$ cat config.mk
export PLATFORM = sky130hd
export DESIGN_NAME = arith_seq_ctrl
export DESIGN_NICKNAME = d
export VERILOG_FILES = /design/src/rtl/arith_seq_pkg.sv /design/src/rtl/arith_iter_core.sv /design/src/rtl/arith_seq_chk.sv /design/src/rtl/arith_seq_ctrl.sv
export SDC_FILE = /design/constraint.sdc
export NUM_CORES = 1
export LEC_CHECK = 0
export ABC_AREA = 1
export BUFFER_PORTS_ARGS = -buffer_cell sky130_fd_sc_hd__buf_2
export CORE_UTILIZATION = 52
export CTS_CLUSTER_DIAMETER = 100
export DETAILED_ROUTE_END_ITERATION = 6
export GPL_TIMING_DRIVEN = 0
export HOLD_SLACK_MARGIN = 0.1
export PLACE_DENSITY_LB_ADDON = 0.15
export REMOVE_ABC_BUFFERS = 1
export SYNTH_ARGS = -nofsm -noshare
export SYNTH_HDL_FRONTEND = slang
export SYNTH_HIERARCHICAL = 1
export SYNTH_SLANG_ARGS = --single-unit
export TNS_END_PERCENT = 20
$ cat constraint.sdc
create_clock -name clk -period 4.8 [get_ports clk]
set_input_delay 0.48 -clock clk [delete_from_list [all_inputs] [get_ports clk]]
set_output_delay 0.48 -clock clk [all_outputs]
set_load 0.01 [all_outputs]
$ cat src/rtl/arith_seq_pkg.sv
// Shared opcodes, controller state encoding and widths for the arithmetic
// sequencer and its iterative datapath.
package arith_seq_pkg;

  localparam int OP_W = 3;

  localparam logic [OP_W-1:0] OP_ADD = 3'd0;
  localparam logic [OP_W-1:0] OP_SUB = 3'd1;
  localparam logic [OP_W-1:0] OP_MUL = 3'd2;
  localparam logic [OP_W-1:0] OP_DIV = 3'd3;
  localparam logic [OP_W-1:0] OP_ROR = 3'd4;

  typedef enum logic [1:0] {
    ST_IDLE = 2'd0,
    ST_EXEC = 2'd1,
    ST_RESP = 2'd2
  } state_e;

endpackage

$ cat src/rtl/arith_iter_core.sv
// Shared datapath: single-step add/sub/rotate, WIDTH-step shift-add multiply
// and restoring divide. done/data/flag describe the step running this cycle.
module arith_iter_core
  import arith_seq_pkg::*;
#(
  parameter int WIDTH = 16
) (
  input  logic             clk,
  input  logic             rst_n,
  input  logic             start,
  input  logic [OP_W-1:0]  op,
  input  logic [WIDTH-1:0] a,
  input  logic [WIDTH-1:0] b,
  output logic             done,
  output logic [WIDTH-1:0] data,
  output logic             flag
);

  localparam int CW = $clog2(WIDTH);
  localparam logic [CW-1:0] LAST_STEP = CW'(WIDTH - 1);
  localparam logic [CW-1:0] CNT_ONE   = {{(CW-1){1'b0}}, 1'b1};

  logic                   active_r;
  logic [OP_W-1:0]        op_r;
  logic [WIDTH-1:0]       a_r;
  logic [WIDTH-1:0]       b_r;
  logic [WIDTH-1:0]       mplier_r;
  logic [WIDTH-1:0]       rem_r;
  logic [WIDTH-1:0]       quo_r;
  logic [2*WIDTH-1:0]     mcand_r;
  logic [2*WIDTH-1:0]     acc_r;
  logic [CW-1:0]          cnt_r;

  logic [2*WIDTH-1:0]     mul_acc_s;
  logic [WIDTH:0]         rem_shift_s;
  logic [WIDTH-1:0]       div_rem_s;
  logic                   q_bit_s;
  logic [WIDTH-1:0]       quo_next_s;
  logic [WIDTH:0]         sum_s;
  logic [WIDTH:0]         diff_s;
  logic                   div_zero_s;
  logic                   iterative_s;

  // One multiply / divide iteration plus the single-step arithmetic.
  always_comb begin
    mul_acc_s   = acc_r + (mplier_r[0] ? mcand_r : {2*WIDTH{1'b0}});
    rem_shift_s = {rem_r, quo_r[WIDTH-1]};
    q_bit_s     = 1'b0;
    div_rem_s   = rem_shift_s[WIDTH-1:0];
    if (rem_shift_s >= {1'b0, b_r}) begin
      q_bit_s   = 1'b1;
      div_rem_s = rem_shift_s[WIDTH-1:0] - b_r;
    end else begin
      q_bit_s   = 1'b0;
      div_rem_s = rem_shift_s[WIDTH-1:0];
    end
    quo_next_s  = {quo_r[WIDTH-2:0], q_bit_s};
    sum_s       = {1'b0, a_r} + {1'b0, b_r};
    // The extra top bit of a widened subtraction is exactly the unsigned borrow.
    diff_s      = {1'b0, a_r} - {1'b0, b_r};
    div_zero_s  = (b_r == {WIDTH{1'b0}});
    iterative_s = (op_r == OP_MUL) || ((op_r == OP_DIV) && !div_zero_s);
  end

  // Completion and result selection for the current step.
  always_comb begin
    done = active_r && (!iterative_s || (cnt_r == LAST_STEP));
    data = {WIDTH{1'b0}};
    flag = 1'b0;
    case (op_r)
      OP_ADD: begin
        data = sum_s[WIDTH-1:0];
        flag = sum_s[WIDTH];
      end
      OP_SUB: begin
        data = diff_s[WIDTH-1:0];
        flag = diff_s[WIDTH];
      end
      OP_MUL: begin
        data = mul_acc_s[WIDTH-1:0];
        flag = |mul_acc_s[2*WIDTH-1:WIDTH];
      end
      OP_DIV: begin
        if (div_zero_s) begin
          data = {WIDTH{1'b1}};
          flag = 1'b1;
        end else begin
          data = quo_next_s;
          flag = 1'b0;
        end
      end
      OP_ROR: begin
        data = {a_r[0], a_r[WIDTH-1:1]};
        flag = 1'b0;
      end
      default: begin
        data = {WIDTH{1'b0}};
        flag = 1'b1;
      end
    endcase
  end

  // Operand capture on start, then one iteration per cycle until done.
  always_ff @(posedge clk or negedge rst_n) begin
    if (!rst_n) begin
      active_r <= 1'b0;
      op_r     <= {OP_W{1'b0}};
      a_r      <= {WIDTH{1'b0}};
      b_r      <= {WIDTH{1'b0}};
      mplier_r <= {WIDTH{1'b0}};
      rem_r    <= {WIDTH{1'b0}};
      quo_r    <= {WIDTH{1'b0}};
      mcand_r  <= {2*WIDTH{1'b0}};
      acc_r    <= {2*WIDTH{1'b0}};
      cnt_r    <= {CW{1'b0}};
    end else if (start) begin
      active_r <= 1'b1;
      op_r     <= op;
      a_r      <= a;
      b_r      <= b;
      mplier_r <= b;
      rem_r    <= {WIDTH{1'b0}};
      quo_r    <= a;
      mcand_r  <= {{WIDTH{1'b0}}, a};
      acc_r    <= {2*WIDTH{1'b0}};
      cnt_r    <= {CW{1'b0}};
    end else if (active_r) begin
      active_r <= ~done;
      acc_r    <= mul_acc_s;
      mcand_r  <= {mcand_r[2*WIDTH-2:0], 1'b0};
      mplier_r <= {1'b0, mplier_r[WIDTH-1:1]};
      rem_r    <= div_rem_s;
      quo_r    <= quo_next_s;
      cnt_r    <= cnt_r + CNT_ONE;
    end else begin
      active_r <= 1'b0;
    end
  end

endmodule

$ cat src/rtl/arith_seq_chk.sv
// Protocol properties of the sequencer's external channels.
module arith_seq_chk #(
  parameter int WIDTH = 16
) (
  input logic             clk,
  input logic             rst_n,
  input logic [1:0]       req_ready,
  input logic             busy,
  input logic             rsp_valid,
  input logic             rsp_ready,
  input logic             rsp_id,
  input logic [WIDTH-1:0] rsp_data,
  input logic             rsp_flag
);

  a_ready_onehot: assert property (@(posedge clk) disable iff (!rst_n)
    $onehot0(req_ready));

  a_ready_only_idle: assert property (@(posedge clk) disable iff (!rst_n)
    busy |-> (req_ready == 2'b00));

  a_rsp_hold: assert property (@(posedge clk) disable iff (!rst_n)
    (rsp_valid && !rsp_ready) |=> (rsp_valid && $stable(rsp_data) &&
                                   $stable(rsp_id) && $stable(rsp_flag)));

endmodule

$ cat src/rtl/arith_seq_ctrl.sv
// Two-requester round-robin sequencer in front of the shared iterative
// arithmetic core; one operation in flight, results returned with requester id.
module arith_seq_ctrl
  import arith_seq_pkg::*;
#(
  parameter int WIDTH = 16
) (
  input  logic               clk,
  input  logic               rst_n,
  input  logic [1:0]         req_valid,
  output logic [1:0]         req_ready,
  input  logic [2*OP_W-1:0]  req_op,
  input  logic [2*WIDTH-1:0] req_a,
  input  logic [2*WIDTH-1:0] req_b,
  output logic               rsp_valid,
  input  logic               rsp_ready,
  output logic               rsp_id,
  output logic [WIDTH-1:0]   rsp_data,
  output logic               rsp_flag,
  output logic               busy
);

  state_e state_r;
  state_e state_n;

  logic             rr_ptr_r;
  logic             id_r;
  logic             busy_r;
  logic             rsp_valid_r;
  logic             rsp_id_r;
  logic [WIDTH-1:0] rsp_data_r;
  logic             rsp_flag_r;

  logic             gnt_id_s;
  logic [1:0]       ready_s;
  logic             accept_s;
  logic [OP_W-1:0]  sel_op_s;
  logic [WIDTH-1:0] sel_a_s;
  logic [WIDTH-1:0] sel_b_s;
  logic             core_done_s;
  logic [WIDTH-1:0] core_data_s;
  logic             core_flag_s;

  // Arbitration: a lone requester wins, a tie goes to rr_ptr.
  always_comb begin
    gnt_id_s = 1'b0;
    ready_s  = 2'b00;
    if (req_valid == 2'b11) begin
      gnt_id_s = rr_ptr_r;
    end else begin
      gnt_id_s = req_valid[1];
    end
    if ((state_r == ST_IDLE) && (req_valid != 2'b00)) begin
      ready_s = gnt_id_s ? 2'b10 : 2'b01;
    end else begin
      ready_s = 2'b00;
    end
    accept_s = |(ready_s & req_valid);
    sel_op_s = gnt_id_s ? req_op[2*OP_W-1:OP_W] : req_op[OP_W-1:0];
    sel_a_s  = gnt_id_s ? req_a[2*WIDTH-1:WIDTH] : req_a[WIDTH-1:0];
    sel_b_s  = gnt_id_s ? req_b[2*WIDTH-1:WIDTH] : req_b[WIDTH-1:0];
  end

  // Next-state logic.
  always_comb begin
    state_n = state_r;
    case (state_r)
      ST_IDLE: begin
        if (accept_s) state_n = ST_EXEC;
        else          state_n = ST_IDLE;
      end
      ST_EXEC: begin
        if (core_done_s) state_n = ST_RESP;
        else             state_n = ST_EXEC;
      end
      ST_RESP: begin
        if (rsp_ready) state_n = ST_IDLE;
        else           state_n = ST_RESP;
      end
      default: state_n = ST_IDLE;
    endcase
  end

  // State, round-robin pointer and registered response.
  always_ff @(posedge clk or negedge rst_n) begin
    if (!rst_n) begin
      state_r     <= ST_IDLE;
      rr_ptr_r    <= 1'b0;
      id_r        <= 1'b0;
      busy_r      <= 1'b0;
      rsp_valid_r <= 1'b0;
      rsp_id_r    <= 1'b0;
      rsp_data_r  <= {WIDTH{1'b0}};
      rsp_flag_r  <= 1'b0;
    end else begin
      state_r     <= state_n;
      busy_r      <= (state_n != ST_IDLE);
      rsp_valid_r <= (state_n == ST_RESP);
      if (accept_s) begin
        id_r <= gnt_id_s;
      end
      if ((state_r == ST_EXEC) && core_done_s) begin
        rsp_id_r   <= id_r;
        rsp_data_r <= core_data_s;
        rsp_flag_r <= core_flag_s;
      end
      // The requester just served yields priority to the other one.
      if ((state_r == ST_RESP) && rsp_ready) begin
        rr_ptr_r <= ~rsp_id_r;
      end
    end
  end

  assign req_ready = ready_s;
  assign busy      = busy_r;
  assign rsp_valid = rsp_valid_r;
  assign rsp_id    = rsp_id_r;
  assign rsp_data  = rsp_data_r;
  assign rsp_flag  = rsp_flag_r;

  arith_iter_core #(
    .WIDTH (WIDTH)
  ) u_core (
    .clk   (clk),
    .rst_n (rst_n),
    .start (accept_s),
    .op    (sel_op_s),
    .a     (sel_a_s),
    .b     (sel_b_s),
    .done  (core_done_s),
    .data  (core_data_s),
    .flag  (core_flag_s)
  );

  arith_seq_chk #(
    .WIDTH (WIDTH)
  ) u_chk (
    .clk       (clk),
    .rst_n     (rst_n),
    .req_ready (req_ready),
    .busy      (busy),
    .rsp_valid (rsp_valid),
    .rsp_ready (rsp_ready),
    .rsp_id    (rsp_id),
    .rsp_data  (rsp_data),
    .rsp_flag  (rsp_flag)
  );

endmodule

==> run summary <==
status: finished clean
Die H: 160 um
Synth cell types: 49
Antenna Nets Post-Route: 0
Synth Register Bits: 176
mapped cell area: 13000 um^2
initial antenna violation count: 0
Inserted Clock Buffers: 17
Reg2Reg Launch Point: u_core/b_r[1]
Chip Width: 160 um
wire length per cell: 17.4 um
clk buf depth: 2
most frequent cell after synthesis: nand2_1
cell row count: 57
FF-to-FF End: rsp_data[14]
share of layout cells above drive strength 1: 8.20%
fin nets: 2110
Area growth syn-to-layout: 10.4%
DRC errors left: 0
Yosys warnings: 6
Max IR drop VDD: 0.420 mV
Post-CTS Repair Setup Buffers: 0
CTS tree: built
vias per cell: 5.51
Port Buffers: 96
largest net degree at the start of global routing: 110
Reg clk slew, reported paths: 0.08 ns
Max Clk Rate: 256 MHz
pwr/cell area: 677 nW/um^2
post-DP HPWL: 30500 um
kind of critical path: reg2reg
via count: 12600
CP arrival: 4.23 ns
top cells by count, synth: nand2_1 (564), inv_1 (340), dfrtp_1 (176)
gr usage total: 32.4%
first-pass GRT wire length: 64700 um
Hold Path Class: in2async
Final Cell Area: 14400 um^2
Top FF cell, synth: dfrtp_1
Synth area leader: dfrtp_1
CTS sink count: 176
GP Congestion: 0.993
clock root cell: clkbuf_16
Avg Cell Area, Syn: 6.88 um^2
max-cap violations: 0
final clock skew: 0.0142 ns
ranking of synthesized cells by area: dfrtp_1 (34%), nand2_1 (16%), inv_1 (9.8%)
Final Hold Viols: 0
ys async rst share: 100%
gate count of the mapped netlist: 1892
antenna diode instance count: 0
Worst EP required: 5.13 ns
post-cts resize count: 0
router iterations before antenna repair: 5
Critical Path Sink Type: flop
Top Ports: 97
relative slew slack: 25.0%
origin of the worst setup path: u_core/b_r[1]
RSZ-0062 raised after global routing: false
Post-DP Area: 13700 um^2
number of global-route vias before repair: 11800
Pleak: 0.00796 uW
r2r worst-path depth: 9
1st-iter DRT viols: 1169
Final Cycle Share: 81.3%
die area: 25700 um^2
Period minus WS final: 3.90 ns
worst reg2reg setup slack: 0.90 ns
number of synthesized flops with an enable pin: 0
H-Tree Level Count: 4
clk_lat worst skew: 0.44 ns
Hold Buf Count CTS: 0
crit path to: rsp_data[14]
Seq/Total Area, Yosys: 33.8%
Final Max Slew Viols: 0
GRT overflow: 0
Post-Route WL: 39900 um
Sum Neg Setup Slack: 0 ns
Setup-failing EPs final: 0
Core Region: 24500 um^2
Yosys top cell area share: 33.8%
Startpoint Class: flop
Worst Max-Slew Pin Slew: 1.12 ns
Initial Util: 53.2%
fillcell total: 2388
CP Max Fanout: 38
-- stage by stage --
stage	std cells	hold WS, ns	power [uW]	utilization (%)	setup slack [ns]
after global routing	2288	0.148	10600	58.7	0.607
after floorplan	1830	0.184	6270	-	0.156
after global placement	2250	0.460	7950	55.5	-4.05
after CTS	2288	0.117	9690	58.7	0.653
final	2288	0.0765	9720	58.7	0.896
after detailed placement	2256	0.466	8180	56.2	0.687
-- worst min-delay path by stage --
stage	start	end	slack, ns	cells past startpoint
after floorplan	rst_n	busy	0.18	0
after global placement	rsp_data[13]	rsp_data[13]	0.46	2
after detailed placement	rsp_data[9]	rsp_data[9]	0.47	2
after CTS	rst_n	u_core/acc_r[1]	0.12	1
after global routing	rst_n	u_core/acc_r[0]	0.15	1
final	rst_n	u_core/acc_r[1]	0.08	1
-- cells in the final DEF, fill, tap and decap left out, types with 15 or more instances in the layout --
cell type,count
a21oi_1,73
a22o_1,15
buf_2,95
clkbuf_16,17
dfrtp_1,175
ha_1,80
inv_1,339
nand2_1,564
nand3_1,120
nand4_1,27
nor2_1,104
o211ai_1,23
o21ai_0,119
o221ai_1,32
o22ai_1,29
xor2_1,23
-- metal layers --
layer,vias up,track usage (%),share of wire [%]
li1,6234,-,-
met1,5914,46.5,47
met2,393,50.7,45
met5,-,0,0
met3,57,3.61,5.9
met4,0,11.2,2.9
-- critical path: stages (launching register included) --
cell	delay (ns)
dfrtp_1	0.53
inv_1	0.35
nand4_1	0.17
nor4_1	0.93
inv_1	0.10
o21ai_0	0.22
inv_1	0.06
nor2_1	0.14
nand3_2	0.78
o21ai_0	0.48
-- state kept, by name (all words and copies together), names as in the netlist, 16 cells and up --
register         flops
rsp_data            16
u_core/b_r          16
u_core/mcand_r      32
u_core/rem_r        16
u_core/quo_r        16
u_core/a_r          16
u_core/acc_r        32
u_core/mplier_r     16
-- power breakdown --
group | internal [uW] | switching [uW] | total [uW]
clock | 756 | 716 | 1470
sequential | 2050 | 454 | 2500
combinational | 1860 | 3890 | 5750
total | 4660 | 5060 | 9720
-- kinds of logic (layout without fill, tap and decap cells) --
logic type      after synthesis  in the layout  share of synthesized area (%)
buf+inv                     406            478                           12.4
fa+ha+maj                    84             84                           8.30
compound gates              351            351                           16.7
flops                       176            176                           33.8
simple gates                845            845                           26.7
xor+xnor                     30             30                           2.02
-- layout make-up --
type | count | area, um^2 | area share (%)
Tap cell | 324 | 405 | 2.82
Clock buffer | 17 | 425 | 2.96
Sequential cell | 176 | 4410 | 30.7
Multi-Input combinational cell | 1310 | 7010 | 48.8
Timing Repair Buffer | 102 | 641 | 4.46
Inverter | 344 | 1290 | 9.00
Clock inverter | 15 | 191 | 1.33
No activity file was read; power rests on OpenSTA's default activity.
